### config.mk
export PLATFORM = sky130hd
export DESIGN_NAME = xbar_port_scheduler_flat
export DESIGN_NICKNAME = d
export VERILOG_FILES = /design/src/rtl/xbar_port_scheduler_if.sv /design/src/rtl/xbar_port_scheduler.sv /design/src/flat_wrapper.sv
export SDC_FILE = /design/constraint.sdc
export NUM_CORES = 1
export LEC_CHECK = 0
export CORE_AREA = 4 4 134 136
export DETAILED_ROUTE_END_ITERATION = 6
export DIE_AREA = 0 0 138 140
export GPL_ROUTABILITY_DRIVEN = 1
export PLACE_DENSITY_LB_ADDON = 0.25
export SYNTH_ARGS = -nofsm -noshare
export SYNTH_HDL_FRONTEND = slang
export SYNTH_SLANG_ARGS = --single-unit
### constraint.sdc
create_clock -name i_clk -period 1.8 [get_ports i_clk]
set_input_delay 0.18 -clock i_clk [delete_from_list [all_inputs] [get_ports i_clk]]
set_output_delay 0.18 -clock i_clk [all_outputs]
set_load 0.02 [all_outputs]
### src/rtl/xbar_port_scheduler_if.sv
// Handshake bundle between the input channels, one crossbar output port and its scheduler.
// The master modport is the environment side; the slave modport is the scheduler.
interface xbar_port_scheduler_if #(
  parameter int P_CHANNEL_NUM = 4,
  parameter int P_DATA_WIDTH  = 64
);
  logic [P_CHANNEL_NUM-1:0]              i_req;
  logic [P_CHANNEL_NUM-1:0]              i_valid;
  logic [P_CHANNEL_NUM-1:0]              i_last;
  logic [P_CHANNEL_NUM*P_DATA_WIDTH-1:0] i_data;
  logic [P_CHANNEL_NUM-1:0]              o_ready;
  logic                                  o_valid;
  logic                                  o_last;
  logic [P_DATA_WIDTH-1:0]               o_data;
  logic                                  i_ready;

  modport master (
    output i_req, i_valid, i_last, i_data, i_ready,
    input  o_ready, o_valid, o_last, o_data
  );

  modport slave (
    input  i_req, i_valid, i_last, i_data, i_ready,
    output o_ready, o_valid, o_last, o_data
  );
endinterface

### src/rtl/xbar_port_scheduler.sv
// Round-robin packet scheduler for one crossbar output port: locks a grant for a whole
// packet, muxes the winner's beat stream to the port, and drops stalled owners via a watchdog.
//
// state   | meaning
// --------+------------------------------------------------------------
// IDLE    | no owner; arbitrate among i_req and lock the winner
// XFER    | o_grant owns the port until its last beat, watchdog, or flush
module xbar_port_scheduler #(
  parameter int P_CHANNEL_NUM = 4,
  parameter int P_DATA_WIDTH  = 64,
  parameter int P_TIMEOUT     = 1024,
  parameter int P_CNT_WIDTH   = 16
) (
  input  logic                     i_clk,
  input  logic                     i_rst,
  input  logic                     i_flush,
  xbar_port_scheduler_if.slave     bus,
  output logic [P_CHANNEL_NUM-1:0] o_grant,
  output logic                     o_busy,
  output logic                     o_timeout
);

  localparam int P_N = P_CHANNEL_NUM;
  localparam logic [P_N-1:0] LP_PTR_INIT = P_N'(1);
  localparam bit LP_WD_EN = (P_TIMEOUT != 0);
  localparam logic [P_CNT_WIDTH-1:0] LP_WD_LAST =
    P_CNT_WIDTH'((P_TIMEOUT > 0) ? (P_TIMEOUT - 1) : 0);

  typedef enum logic {
    ST_IDLE = 1'b0,
    ST_XFER = 1'b1
  } state_t;

  state_t                 state;
  logic [P_N-1:0]         ptr;
  logic [P_CNT_WIDTH-1:0] wd_cnt;
  logic [2*P_N-1:0]       dbl_req;
  logic [2*P_N-1:0]       dbl_gnt;
  logic [P_N-1:0]         arb_gnt;
  logic [P_N-1:0]         ptr_next;
  logic                   accept;
  logic                   wd_hit;

  // Subtracting the one-hot pointer clears the lowest request at/above it and
  // borrows through everything below; the halves fold the wrap-around back in.
  always_comb begin
    dbl_req = {bus.i_req, bus.i_req};
    dbl_gnt = dbl_req & ~(dbl_req - {{P_N{1'b0}}, ptr});
    arb_gnt = dbl_gnt[P_N-1:0] | dbl_gnt[2*P_N-1:P_N];
  end

  always_comb begin
    bus.o_valid = |(bus.i_valid & o_grant);
    bus.o_last  = |(bus.i_last & o_grant);
    bus.o_ready = o_grant & {P_N{bus.i_ready}};
    bus.o_data  = '0;
    for (int i = 0; i < P_N; i++) begin
      bus.o_data = bus.o_data |
        (bus.i_data[i*P_DATA_WIDTH +: P_DATA_WIDTH] & {P_DATA_WIDTH{o_grant[i]}});
    end
  end

  assign accept   = bus.o_valid & bus.i_ready;
  assign wd_hit   = LP_WD_EN && (wd_cnt == LP_WD_LAST);
  assign ptr_next = {o_grant[P_N-2:0], o_grant[P_N-1]};
  assign o_busy   = (state == ST_XFER);

  always_ff @(posedge i_clk or posedge i_rst) begin
    if (i_rst) begin
      state     <= ST_IDLE;
      ptr       <= LP_PTR_INIT;
      o_grant   <= '0;
      wd_cnt    <= '0;
      o_timeout <= 1'b0;
    end else if (i_flush) begin
      state     <= ST_IDLE;
      ptr       <= LP_PTR_INIT;
      o_grant   <= '0;
      wd_cnt    <= '0;
      o_timeout <= 1'b0;
    end else begin
      o_timeout <= 1'b0;
      case (state)
        ST_IDLE: begin
          if (|bus.i_req) begin
            o_grant <= arb_gnt;
            wd_cnt  <= '0;
            state   <= ST_XFER;
          end
        end
        ST_XFER: begin
          if (accept) begin
            wd_cnt <= '0;
            if (bus.o_last) begin
              ptr     <= ptr_next;
              o_grant <= '0;
              state   <= ST_IDLE;
            end
          end else if (wd_hit) begin
            // Stalled owner: release exactly like a packet end, but flag it.
            o_timeout <= 1'b1;
            ptr       <= ptr_next;
            o_grant   <= '0;
            wd_cnt    <= '0;
            state     <= ST_IDLE;
          end else begin
            wd_cnt <= wd_cnt + P_CNT_WIDTH'(1);
          end
        end
        default: begin
          o_grant <= '0;
          state   <= ST_IDLE;
        end
      endcase
    end
  end

endmodule

### src/flat_wrapper.sv
// flat-port wrapper written by rule: the top's interface ports become plain ports
module xbar_port_scheduler_flat 
#(
  parameter int P_CHANNEL_NUM = 4,
  parameter int P_DATA_WIDTH  = 64,
  parameter int P_TIMEOUT     = 1024,
  parameter int P_CNT_WIDTH   = 16
)
  (i_clk, i_rst, i_flush, o_grant, o_busy, o_timeout, bus_i_req, bus_i_valid, bus_i_last, bus_i_data, bus_i_ready, bus_o_ready, bus_o_valid, bus_o_last, bus_o_data);
  xbar_port_scheduler_if #(.P_CHANNEL_NUM(P_CHANNEL_NUM), .P_DATA_WIDTH(P_DATA_WIDTH)) bus_i ();
  input  logic i_clk;
  input  logic i_rst;
  input  logic i_flush;
  output logic [P_CHANNEL_NUM-1:0] o_grant;
  output logic o_busy;
  output logic o_timeout;
  input wire logic [$bits(bus_i.i_req)-1:0] bus_i_req;
  input wire logic [$bits(bus_i.i_valid)-1:0] bus_i_valid;
  input wire logic [$bits(bus_i.i_last)-1:0] bus_i_last;
  input wire logic [$bits(bus_i.i_data)-1:0] bus_i_data;
  input wire logic [$bits(bus_i.i_ready)-1:0] bus_i_ready;
  output wire logic [$bits(bus_i.o_ready)-1:0] bus_o_ready;
  output wire logic [$bits(bus_i.o_valid)-1:0] bus_o_valid;
  output wire logic [$bits(bus_i.o_last)-1:0] bus_o_last;
  output wire logic [$bits(bus_i.o_data)-1:0] bus_o_data;
  assign bus_i.i_req = bus_i_req;
  assign bus_i.i_valid = bus_i_valid;
  assign bus_i.i_last = bus_i_last;
  assign bus_i.i_data = bus_i_data;
  assign bus_i.i_ready = bus_i_ready;
  assign bus_o_ready = bus_i.o_ready;
  assign bus_o_valid = bus_i.o_valid;
  assign bus_o_last = bus_i.o_last;
  assign bus_o_data = bus_i.o_data;
  xbar_port_scheduler #(.P_CHANNEL_NUM(P_CHANNEL_NUM), .P_DATA_WIDTH(P_DATA_WIDTH), .P_TIMEOUT(P_TIMEOUT), .P_CNT_WIDTH(P_CNT_WIDTH)) u_core (.i_clk(i_clk), .i_rst(i_rst), .i_flush(i_flush), .bus(bus_i), .o_grant(o_grant), .o_busy(o_busy), .o_timeout(o_timeout));
endmodule
==> key figures <==
Routing
  • Avg WL per Cell: between 20 and 25 um
  • DR iter-0 viols: 220
  • Total routed wirelength: 20500 um
  • Pre-antenna DRT Iters: 4
  • Routed Antenna Nets: 0
  • DRC: 0
  • Vias per cell: 4.87
  • Via Count: 4870

Timing
  • Period utilization: 1.06
  • Clk_skew: 0.00466 ns
  • RSZ-0062 raised after global routing: true
  • Final slew viol count: 0
  • Highest Clock Rate: between 500 and 600 MHz
  • Tightest Pin Transition: 0.432 ns
  • Max-Slew Margin vs Limit: 0.711
  • Final min period: 1.91 ns
  • Final Hold Slack: 0.279 ns
  • Post-Route Setup TNS: -1.34 ns
  • Final setup violation count: 21
  • Final Hold Fails: 0
  • PnR worst setup slack: -0.115 ns

Power
  • Pwr Density: between 400 and 500 nW/um^2
  • Tot Pwr: 3.26 mW
  • Leak Pwr: roughly 3.1 nW
  • VDD IR max: between 300 and 400 uV

Worst setup path
  • Arr. time, crit path: 2.06 ns
  • Critical setup path kind: register to register
  • Setup crit end kind: register
  • Worst Path Required: 1.94 ns
  • Cell breakdown of the critical path: or4_4 -> nor4_4 -> buf_4 -> nor3_4 -> buf_12 -> a31oi_4 -> a31oi_1
  • Worst path slowest cell: or4_4
  • CP delay by family, top: simple AND/OR/NAND/NOR gates
  • Worst path bufs/invs: 2
  • Critical path launch point type: register
  • Worst-path fanout max: 8
  • Largest stage delay, worst path: ~0.54 ns

Synth
  • Mapped Area: 2900 um^2
  • Most frequent cell after synthesis: a22oi_1
  • Top cells by area, synth: a22oi_1 34%, dfrtp_1 22%, nand2_1 10%
  • Yosys top cell by area: a22oi_1
  • Synth async-reset ratio: 1.00
  • Synthesis Warnings: 0
  • Flops & latches, synth: 26
  • Post-synth top area share: 0.342
  • Syn Inst Count: roughly 400
  • Synthesized area per cell: 7.31 um^2
  • Sequential area share after synthesis: 0.225
  • Post-synth cell types: 42
  • Top_reg_cell synth: dfrtp_1
  • Post-synth EDFFs: 0
  • Mapped Nets: 673
  • Top cells by count, synth: 132 x a22oi_1, 81 x nand2_1, 28 x clkbuf_1

Placement
  • HPWL Detailed: 16700 um
  • Port Buffers: roughly 350
  • RePlAce Congestion: 0.986

Clocking
  • TritonCTS clock tree: built
  • H-tree depth: 1
  • Root Buffer: clkbuf_16
  • Clock sink count: 26
  • Clock Tree Buf Depth: 2
  • Clock-pin transition on the worst setup and hold timing paths: about 0.070 ns
  • Worst skew pair latency: approximately 0.26 ns
  • Cts hold-fix bufs: 0
  • CTS buffer count: 3

Floorplanning
  • Initial core utilization: 0.171
  • Core box area: 16900 um^2
  • DIE AREA: 19300 um^2
  • IO Pins: 348
  • Die Wd: 138 um
  • Die height: 140 um
  • Num rows: between 40 and 50

Cells and area
  • Fin util: 0.426
  • Share of cells above drive strength 1: 0.229
  • Nets: 1052
  • Diode count: 0
  • Area added between synthesis and finish: 149%

Hold path
  • Min-Delay Path Class: input port to asynchronous set/reset pin

Job
  • Maxcap violations: 0

Outcome
  • Status: finished, violations left
  • Failing checks: setup timing

GRT
  • Largest net degree at the start of global routing: 36
  • Initial antenna violation count: 0
  • First-pass GRT wire length: 30400 um
  • Vias in the first global route: about 5100
  • GR Overflow Total: 0
  • GRT Total Usage: 0.196
-- layout by cell type, fill, tap and decap left out, types with 5 or more instances in the layout --
| cell | instances |
|---|---|
| a22oi_1 | 120 |
| a22oi_2 | 12 |
| a31oi_1 | 6 |
| dfrtp_1 | 21 |
| dlygate4sd2_1 | 5 |
| inv_1 | 8 |
| buf_4 | 60 |
| buf_12 | 12 |
| clkbuf_2 | 24 |
| mux2i_1 | 5 |
| a21oi_2 | 5 |
| nor2_1 | 11 |
| nand2_1 | 81 |
| buf_2 | 26 |
| clkdlybuf4s50_1 | 276 |
| a21oi_1 | 6 |
| nand3_1 | 8 |
| and2_1 | 5 |
-- final timing paths --
kind | start | to | slack (ns) | cells past startpoint
worst max-delay path | u_core.wd_cnt[15] | u_core.wd_cnt[8] | -0.11 | 7
min in group i_clk | u_core.ptr[1] | u_core.ptr[1] | 0.53 | 2
max in group asynchronous | i_rst | u_core.ptr[0] | 1.22 | 3
worst min register to register | u_core.ptr[1] | u_core.ptr[1] | 0.53 | 2
worst min-delay path | i_rst | u_core.ptr[1] | 0.28 | 3
worst max register to register | u_core.wd_cnt[15] | u_core.wd_cnt[8] | -0.11 | 7
-- where the power goes --
part | switching [mW] | total (mW) | internal [mW]
Clock | 0.218 | 0.661 | 0.443
Sequential | 0.0118 | 0.612 | 0.600
Combinational | 0.959 | 1.99 | 1.03
-- logic make-up after synthesis --
family	after synthesis	share of synthesized area
compound gates	176	0.441
fa+ha+maj	5	0.0242
buf+inv	44	0.0600
mux	5	0.0173
flops	26	0.225
xor+xnor	4	0.0121
simple gates	136	0.220
-- worst reg2reg max path, cell delays in order, from the launching register on --
cell and delay (ns):
dfrtp_1 0.38, or4_4 0.54, nor4_4 0.27, buf_4 0.17, nor3_4 0.06, buf_12 0.16, a31oi_4 0.14, a31oi_1 0.06
-- flip-flops by register name (all words and copies together), names as in the netlist --
signal	flops
u_core.wd_cnt	16
u_core.o_grant	4
u_core.ptr	4
u_core.o_timeout	1
u_core.o_busy	1
-- layer usage --
layer,share of wire,wire length [um],track usage,up-vias
met4,0.028,579,0.0536,0
met3,0.10,2100,0.0823,26
met2,0.47,9570,0.315,238
met5,0,0,0,-
met1,0.40,8210,0.242,2308
li1,-,-,-,2298
-- final cells by class --
type	count	area, um^2
Clock buffer	3	75.1
Tap cell	225	282
Fill cell	1672	9720
Multi-Input combinational cell	327	2330
Inverter	8	30.0
Sequential cell	26	657
Timing Repair Buffer	409	3820
Clock inverter	1	30.0
-- through the flow --
step                setup slack, ns  std cells  instance area (um^2)
floorplan                   -0.0779        396                  2930
global placement             -0.467        986                  7020
detailed placement           -0.631        986                  7020
CTS                          -0.139        995                  7300
global route                 -0.167        999                  7220
finish                       -0.115        999                  7220
-- what timing repair did --
action,4_1_cts,5_1_grt
gates resized for setup,143,95
cloned,1,0
setup endpoints to repair,82,80
setup buffers,4,4
pin swaps,17,5
No activity file was read; power rests on OpenSTA's default activity.
